<file path="src/rtl/sync_time_loader.sv">
// sync_time_loader: free-running BCD hh:mm:ss timekeeper with a validated valid/ready load port.
// Optional macro SYNC_PHASE_EN: a successful load also restarts the seconds prescaler.
module sync_time_loader #(
  parameter int CLOCK_FREQ = 100_000_000
) (
  input  logic        clk,
  input  logic        reset,
  input  logic        load_valid,
  output logic        load_ready,
  input  logic [23:0] load_time,
  output logic        load_ack,
  output logic        load_err,
  output logic [23:0] time_value,
  output logic        tick_sec,
  output logic        day_wrap
);

  localparam int DATA_W  = 24;
  localparam int PRESC_W = (CLOCK_FREQ > 1) ? $clog2(CLOCK_FREQ) : 1;
  localparam logic [PRESC_W-1:0] PRESC_MAX = PRESC_W'(CLOCK_FREQ - 1);

  typedef enum logic [1:0] {
    IDLE  = 2'd0,
    CHECK = 2'd1,
    APPLY = 2'd2
  } state_t;

  state_t              state;
  state_t              state_next;
  logic                accept;
  logic                apply_en;
  logic                apply_ok;
  logic [DATA_W-1:0]   shadow_p0;
  logic                ok_p1;
  logic [PRESC_W-1:0]  presc;
  logic                presc_wrap;
  logic [DATA_W-1:0]   inc_time;
  logic                inc_wrap;

  // Packing is {sec1, sec10, min1, min10, hour1, hour10}, sec1 in the top nibble.
  function automatic logic time_ok(input logic [DATA_W-1:0] t);
    logic [3:0] s1, s10, m1, m10, h1, h10;
    {s1, s10, m1, m10, h1, h10} = t;
    return (s1 <= 4'd9) && (s10 <= 4'd5) &&
           (m1 <= 4'd9) && (m10 <= 4'd5) &&
           (h1 <= 4'd9) && (h10 <= 4'd2) &&
           !((h10 == 4'd2) && (h1 > 4'd3));
  endfunction

  // One-second increment with full carry ripple; MSB of the result flags the day wrap.
  function automatic logic [DATA_W:0] time_inc(input logic [DATA_W-1:0] t);
    logic [3:0] s1, s10, m1, m10, h1, h10;
    logic       wrap;
    {s1, s10, m1, m10, h1, h10} = t;
    wrap = 1'b0;
    if (s1 != 4'd9) begin
      s1 = s1 + 4'd1;
    end else begin
      s1 = 4'd0;
      if (s10 != 4'd5) begin
        s10 = s10 + 4'd1;
      end else begin
        s10 = 4'd0;
        if (m1 != 4'd9) begin
          m1 = m1 + 4'd1;
        end else begin
          m1 = 4'd0;
          if (m10 != 4'd5) begin
            m10 = m10 + 4'd1;
          end else begin
            m10 = 4'd0;
            if ((h10 == 4'd2) && (h1 == 4'd3)) begin
              h10  = 4'd0;
              h1   = 4'd0;
              wrap = 1'b1;
            end else if (h1 == 4'd9) begin
              h1  = 4'd0;
              h10 = h10 + 4'd1;
            end else begin
              h1 = h1 + 4'd1;
            end
          end
        end
      end
    end
    return {wrap, s1, s10, m1, m10, h1, h10};
  endfunction

  always_ff @(posedge clk) begin
    if (reset) begin
      state <= IDLE;
    end else begin
      state <= state_next;
    end
  end

  always_comb begin
    state_next = state;
    case (state)
      IDLE:    if (load_valid) state_next = CHECK;
      CHECK:   state_next = APPLY;
      APPLY:   state_next = IDLE;
      default: state_next = IDLE;
    endcase
  end

  always_comb begin
    load_ready = 1'b0;
    apply_en   = 1'b0;
    case (state)
      IDLE:    load_ready = 1'b1;
      APPLY:   apply_en   = 1'b1;
      default: ;
    endcase
  end

  assign accept   = load_valid & load_ready;
  assign apply_ok = apply_en & ok_p1;

  // Stage p0: capture the offered word in the shadow register.
  always_ff @(posedge clk) begin
    if (accept) begin
      shadow_p0 <= load_time;
    end
  end

  // Stage p1: register the range check so APPLY only sees a flop.
  always_ff @(posedge clk) begin
    if (state == CHECK) begin
      ok_p1 <= time_ok(shadow_p0);
    end
  end

  assign presc_wrap           = (presc == PRESC_MAX);
  assign {inc_wrap, inc_time} = time_inc(time_value);

  always_ff @(posedge clk) begin
    if (reset) begin
      presc <= '0;
    end else begin
      if (presc_wrap) begin
        presc <= '0;
      end else begin
        presc <= presc + PRESC_W'(1);
      end
`ifdef SYNC_PHASE_EN
      if (apply_ok) begin
        presc <= '0;
      end
`endif
    end
  end

  // Stage p2: a valid load overrides (and swallows) a coincident tick.
  always_ff @(posedge clk) begin
    if (reset) begin
      time_value <= '0;
      tick_sec   <= 1'b0;
      day_wrap   <= 1'b0;
      load_ack   <= 1'b0;
      load_err   <= 1'b0;
    end else begin
      load_ack <= apply_ok;
      load_err <= apply_en & ~ok_p1;
      if (apply_ok) begin
        time_value <= shadow_p0;
        tick_sec   <= 1'b0;
        day_wrap   <= 1'b0;
      end else if (presc_wrap) begin
        time_value <= inc_time;
        tick_sec   <= 1'b1;
        day_wrap   <= inc_wrap;
      end else begin
        tick_sec   <= 1'b0;
        day_wrap   <= 1'b0;
      end
    end
  end

endmodule

</file>
<file path="config.mk">
export PLATFORM = sky130hd
export DESIGN_NAME = sync_time_loader
export DESIGN_NICKNAME = d
export VERILOG_FILES = /design/src/rtl/sync_time_loader.sv
export SDC_FILE = /design/constraint.sdc
export NUM_CORES = 1
export LEC_CHECK = 0
export CAP_MARGIN = 20
export CELL_PAD_IN_SITES_DETAIL_PLACEMENT = 2
export CELL_PAD_IN_SITES_GLOBAL_PLACEMENT = 2
export CORE_UTILIZATION = 30
export CTS_CLUSTER_SIZE = 8
export DETAILED_ROUTE_END_ITERATION = 10
export PLACE_DENSITY_LB_ADDON = 0.25
export SLEW_MARGIN = 25
export SYNTH_ARGS = -nofsm -noshare
export SYNTH_HDL_FRONTEND = slang
export SYNTH_SLANG_ARGS = --single-unit
</file>
<file path="constraint.sdc">
create_clock -name clk -period 2.3 [get_ports clk]
set_input_delay 0.345 -clock clk [delete_from_list [all_inputs] [get_ports clk]]
set_output_delay 0.345 -clock clk [all_outputs]
set_load 0.1 [all_outputs]
</file>
* After elaboration in Yosys (flattened, before gate mapping)
Cells that the tools add are included.
** Storage, ports and cells
- Bits in writable memories :: 0
- Input port bits :: 27
- Memory bits (read-only) :: 0
- Memories :: 0
- Latch bits :: 0
- Word-level logic and storage cells :: 99
- Output and inout port bits :: 29
- Register bits :: 82
** Operators by class
- Div/mod/pow operators :: 0
- Equality and inequality tests :: 16
- Order comparisons :: 7
- Reduce and logical (&&, ||, !) cells :: 20
- Bitwise operators :: 5
- Shifts and indexed selects :: 0
- Add/subtract/negate cells :: 7
- Multiplexer cells :: 30
- Multiply operators :: 0
** Operator list (number)
- 2-to-1 mux 4 bit :: 22
- 2-to-1 mux 24 bit :: 2
- adder 27 x 1 -> 27 bit, second input constant :: 1
- == test 27 bit, second input constant :: 1
- adder 4 x 1 -> 4 bit, second input constant :: 6
- == test 4 x 2 -> 1 bit, second input constant :: 3
- less-or-equal comparator 4 bit, second input constant :: 3
- != test 2 bit, second input constant :: 5
- less-or-equal comparator 4 x 3 -> 1 bit, second input constant :: 2
- logical AND 1 bit :: 8
- != test 4 x 3 -> 1 bit, second input constant :: 2
- != test 4 bit, second input constant :: 2
- OR reduction 7 bit :: 1
- AND reduction 6 bit :: 1
- AND reduction 5 bit :: 1
- == test 4 bit, second input constant :: 1
- greater-than comparator 4 x 2 -> 1 bit, second input constant :: 1
- less-or-equal comparator 4 x 2 -> 1 bit, second input constant :: 1
- 2-to-1 mux 1 bit :: 4
- one-hot mux 2 bit (2 select lines) :: 1
- AND reduction 4 bit :: 1
- OR reduction 2 bit :: 2
- bitwise AND 1 bit :: 3
- AND reduction 3 bit :: 1
- 9 further kinds :: 10

* Logic depth before layout (Yosys ltp)
- Word-level depth :: 9
- Mapped depth :: 9
- Depth with buffers taken out :: 7

* Worst setup path before layout
No wires, ideal clock.
- Path type :: register to register
- Start :: reg time_value[20]
- End :: reg time_value[11]
- Arrival time :: 2.734 ns
- Cell stages (with the launch flop) :: 7
- Path buffers :: 0
- Required time :: 2.220 ns
- Setup time :: 0.080 ns
- Period minus slack after synthesis :: 2.814 ns
- Path slack :: -0.514 ns
- Path through :: dfxtp_1 > and4bb_1 > nand4_1 > or4_4 > or3_1 > xor2_1 > a211oi_2
** Between the ends
- Cells in the longest elaborated chain, start to end :: 3
** Ends and longest elaborated chain
- from (decl) :: line 13 : output logic [23:0] time_value,
- from (signal assigned) :: line 166 : time_value <= shadow_p0;
- from (signal assigned) :: line 170 : time_value <= inc_time;
- != test 4 bit :: line 56 : if (s1 != 4'd9) begin
- != test 2 bit (no source line)
- AND reduction 4 bit (no source line)
Every way passes these cells.
A chain may end at the register's enable or synchronous reset.

* Final worst setup path
- Start :: reg presc[1]
- End :: reg time_value[11]
** Between the ends
- Cells in the longest elaborated chain, start to end :: 3
** Ends and longest elaborated chain
- from (decl) :: line 35 : logic [PRESC_W-1:0] presc;
- from (signal assigned) :: line 144 : presc <= presc + PRESC_W'(1);
- == test 27 bit :: line 134 : assign presc_wrap = (presc == PRESC_MAX);
- nonzero test 2 bit (no source line)
- AND reduction 4 bit (no source line)
Every way passes these cells.

==> results.cfg <==
[clock_network]
clk_latency_ns = 0.35
clockRootBuffer = clkbuf_16
cts_max_level = 3
clock_sinks = 82
clk_pin_slew_worst_paths_ns = 0.06
cts_made_buffers = 9
cts_tree = done
ctsLongestPathBuffers = 2
cts_hold_buf = 0

[yosys]
syn_avg_cell_area_um2 = 9.80
ys_types = 54
syn_nets = 406
synth_top_area_share_pct = 31.1
synthMuxAreaShare_pct = 0
ys_ff_latch = 82
yosysMostFrequentCell = dfxtp_1
async_reset_ff_share_pct = 0
yosysTopAreaCell = dfxtp_1
synth-compound-area-share_pct = 11.0
synth_warnings = 0
synth_common_cells = dfxtp_1, nor2_1, nand2_1
synth_edf_count = 25
synth_area_leaders = dfxtp_1, edfxtp_1, nor2_1
synth_xor_area_share_pct = 7.89
syn_area_um2 = 3660
synth-main-ff-cell = dfxtp_1
synthCells = 374
synthSimpleGateAreaFrac_pct = 25.2
ys_seq_area_share_pct = 51.6
synth_fa_ha_area_share_pct = 1.71
synth_top_family_by_area = simple AND/OR/NAND/NOR gates

[final_layout]
fin_nets = 477
diodes = 0
drive_gt1_share_pct = 21.8
fillers = 1318
areaGrowthSynthToFinish_pct = 30.1

[pwr]
intPower_mw = 2.43
p_switching_uw = 727
combinationalPowerShare_pct = 6.1
leakagePower_nw = 1.69
p_clk_share_pct = 44.3
seqPwrFrac_pct = 49.7
swShare_pct = 23.1
cellPowerDensity_nw_per_um2 = 662
peakVddDrop_uv = 270

[timing]
fin_crit_sh_pct = 93.7
skew_ns = 0.00652
worstMarginPinSlew_ns = 0.560
finalSetupTns_ns = 0
period_needed_ns = 2.16
fin_ws_ns = 0.145
setup_viol = 0
rsz0062_at_grt = yes
final-hold-violation-count = 0
clock.fmax_mhz = 464
relSlewSlack_pct = 62.5
drv_slew = 0

[setup_path]
cp-start-kind = flip-flop
cp_data_required_time_ns = 2.57
worstRegToRegCells = 7
startpoint = presc[1]
end_kind = flip-flop
cp-endpoint = time_value[11]
crit-reg2reg-launch = presc[1]
timing.reg2reg.setup_slack_ns = 0.14
reg2reg_to = time_value[11]
critPathKind = flip-flop to flip-flop
arrival_ns = 2.43
path_max_fanout = 4

[drt]
vias_per_cell = 5.16
antenna_left = 0
vias = 3081
wl_um = 10700
drt_pass1_iterations = 4
drtIter0Drc = 100
wl_per_cell_um = 18.0
route.detailed.drc = 0

[global_routing]
grt.busiest_layer = met2
grt_max_degree = 33
met2_usage_pct = 32.5
grt.overflow.total = 0
grtUsageTotal_pct = 18.3
grt_pass1_wl_um = 17500
grt_pass1_vias = 3347
grtUsageMet1_pct = 21.4
antenna_found_initial = 0
gr-usage-met3_pct = 4.81

[die]
start_util_pct = 30.6
pin_count = 56
fp.dieArea_um2 = 12700
placementRows = 40
core_um2 = 12000
die_h_um = 113
die_x_um = 113

[placed_design]
hpwl_um = 7990
port_buffers = 55
routabilityCongestion = 0.757
place_ws_ns = 0.0365

[run]
maxCapViolCount = 0

[hold_path]
hp-class = flip-flop to flip-flop

[status]
status = finished clean
critical path, cell delays in order (launching register included):
cell,delay (ns)
dfxtp_1,0.35
ha_1,0.18
and3_4,0.20
nand3_4,0.10
or4_4,0.54
or3_1,0.34
xor2_1,0.16
a211oi_2,0.21
logic make-up (layout without fill, tap and decap cells):
family / after synthesis / after routing
AOI/OAI and AO/OA: 60 / 60
xor gates and xnor gates: 33 / 33
adders and majority gates: 5 / 5
buffers and inverters: 24 / 100
DFF: 82 / 82
and+or+nand+nor: 170 / 170
per-layer routing:
| metal | up-vias | part of all wire [%] |
|---|---|---|
| met5 | - | 0 |
| met4 | 0 | 1.3 |
| met3 | 10 | 2.8 |
| met2 | 42 | 52 |
| met1 | 1539 | 44 |
| li1 | 1490 | - |
final cells by class:
cell class | count | area [um^2] | share of cell area [%]
Clock buffer | 11 | 264 | 5.54
Clock inverter | 5 | 25.0 | 0.525
Inverter | 9 | 33.8 | 0.709
Multi-Input combinational cell | 268 | 1720 | 36.0
Sequential cell | 82 | 1920 | 40.2
Tap cell | 147 | 184 | 3.86
Timing Repair Buffer | 75 | 628 | 13.2
worst min path at each step:
stage	startpoint	endpoint	slack [ns]	cells after the start
finish	presc[0]	presc[0]	0.44	1
global route	presc[0]	presc[0]	0.45	1
CTS	presc[0]	presc[0]	0.48	1
detailed placement	presc[0]	presc[0]	0.46	1
global placement	presc[0]	presc[0]	0.44	1
floorplan	presc[0]	presc[0]	0.43	1
per-stage QoR:
stage,total power [mW],instance area [um^2],cells,hold slack [ns],utilization [%]
final,3.15,4770,597,0.438,39.9
after floorplan,1.69,3690,374,0.426,-
after global placement,1.78,4430,580,0.439,37.1
after detailed placement,1.79,4430,580,0.463,37.1
after global routing,3.28,4770,597,0.446,39.9
after CTS,3.21,4720,596,0.478,39.5
cell usage in the layout (no fill, tap or decap), drive strengths merged, types with 6 or more instances in the layout:
cell,count
nand4,10
dfxtp,57
a211oi,11
nand3,16
nand2,31
nor2,51
and3,6
or3,8
edfxtp,25
buf,49
clkdlybuf4s50,26
clkbuf,11
nor4,7
nor3,14
inv,10
xor2,16
a21oi,11
o21ai,14
xnor2,17
state kept, by name, summed over array words and instances (netlist names):
| signal | count |
|---|---|
| load_ack | 1 |
| load_err | 1 |
| state | 2 |
| day_wrap | 1 |
| presc | 27 |
| time_value | 24 |
| tick_sec | 1 |
| ok_p1 | 1 |
| shadow_p0 | 24 |
power by group through the flow:
| stage | combinational [mW] | sequential [mW] | clock (mW) |
|---|---|---|---|
| global route | 0.205 | 1.57 | 1.50 |
| CTS | 0.195 | 1.57 | 1.45 |
| global placement | 0.188 | 1.60 | 0 |
| finish | 0.192 | 1.57 | 1.40 |
| floorplan | 0.0667 | 1.62 | 0 |
| detailed placement | 0.195 | 1.60 | 0 |
what timing repair did:
action	4_1_cts	5_1_grt
gates resized for setup	0	11
setup endpoints to repair	0	14
setup buffers	0	1
No activity file was read; power rests on OpenSTA's default activity.
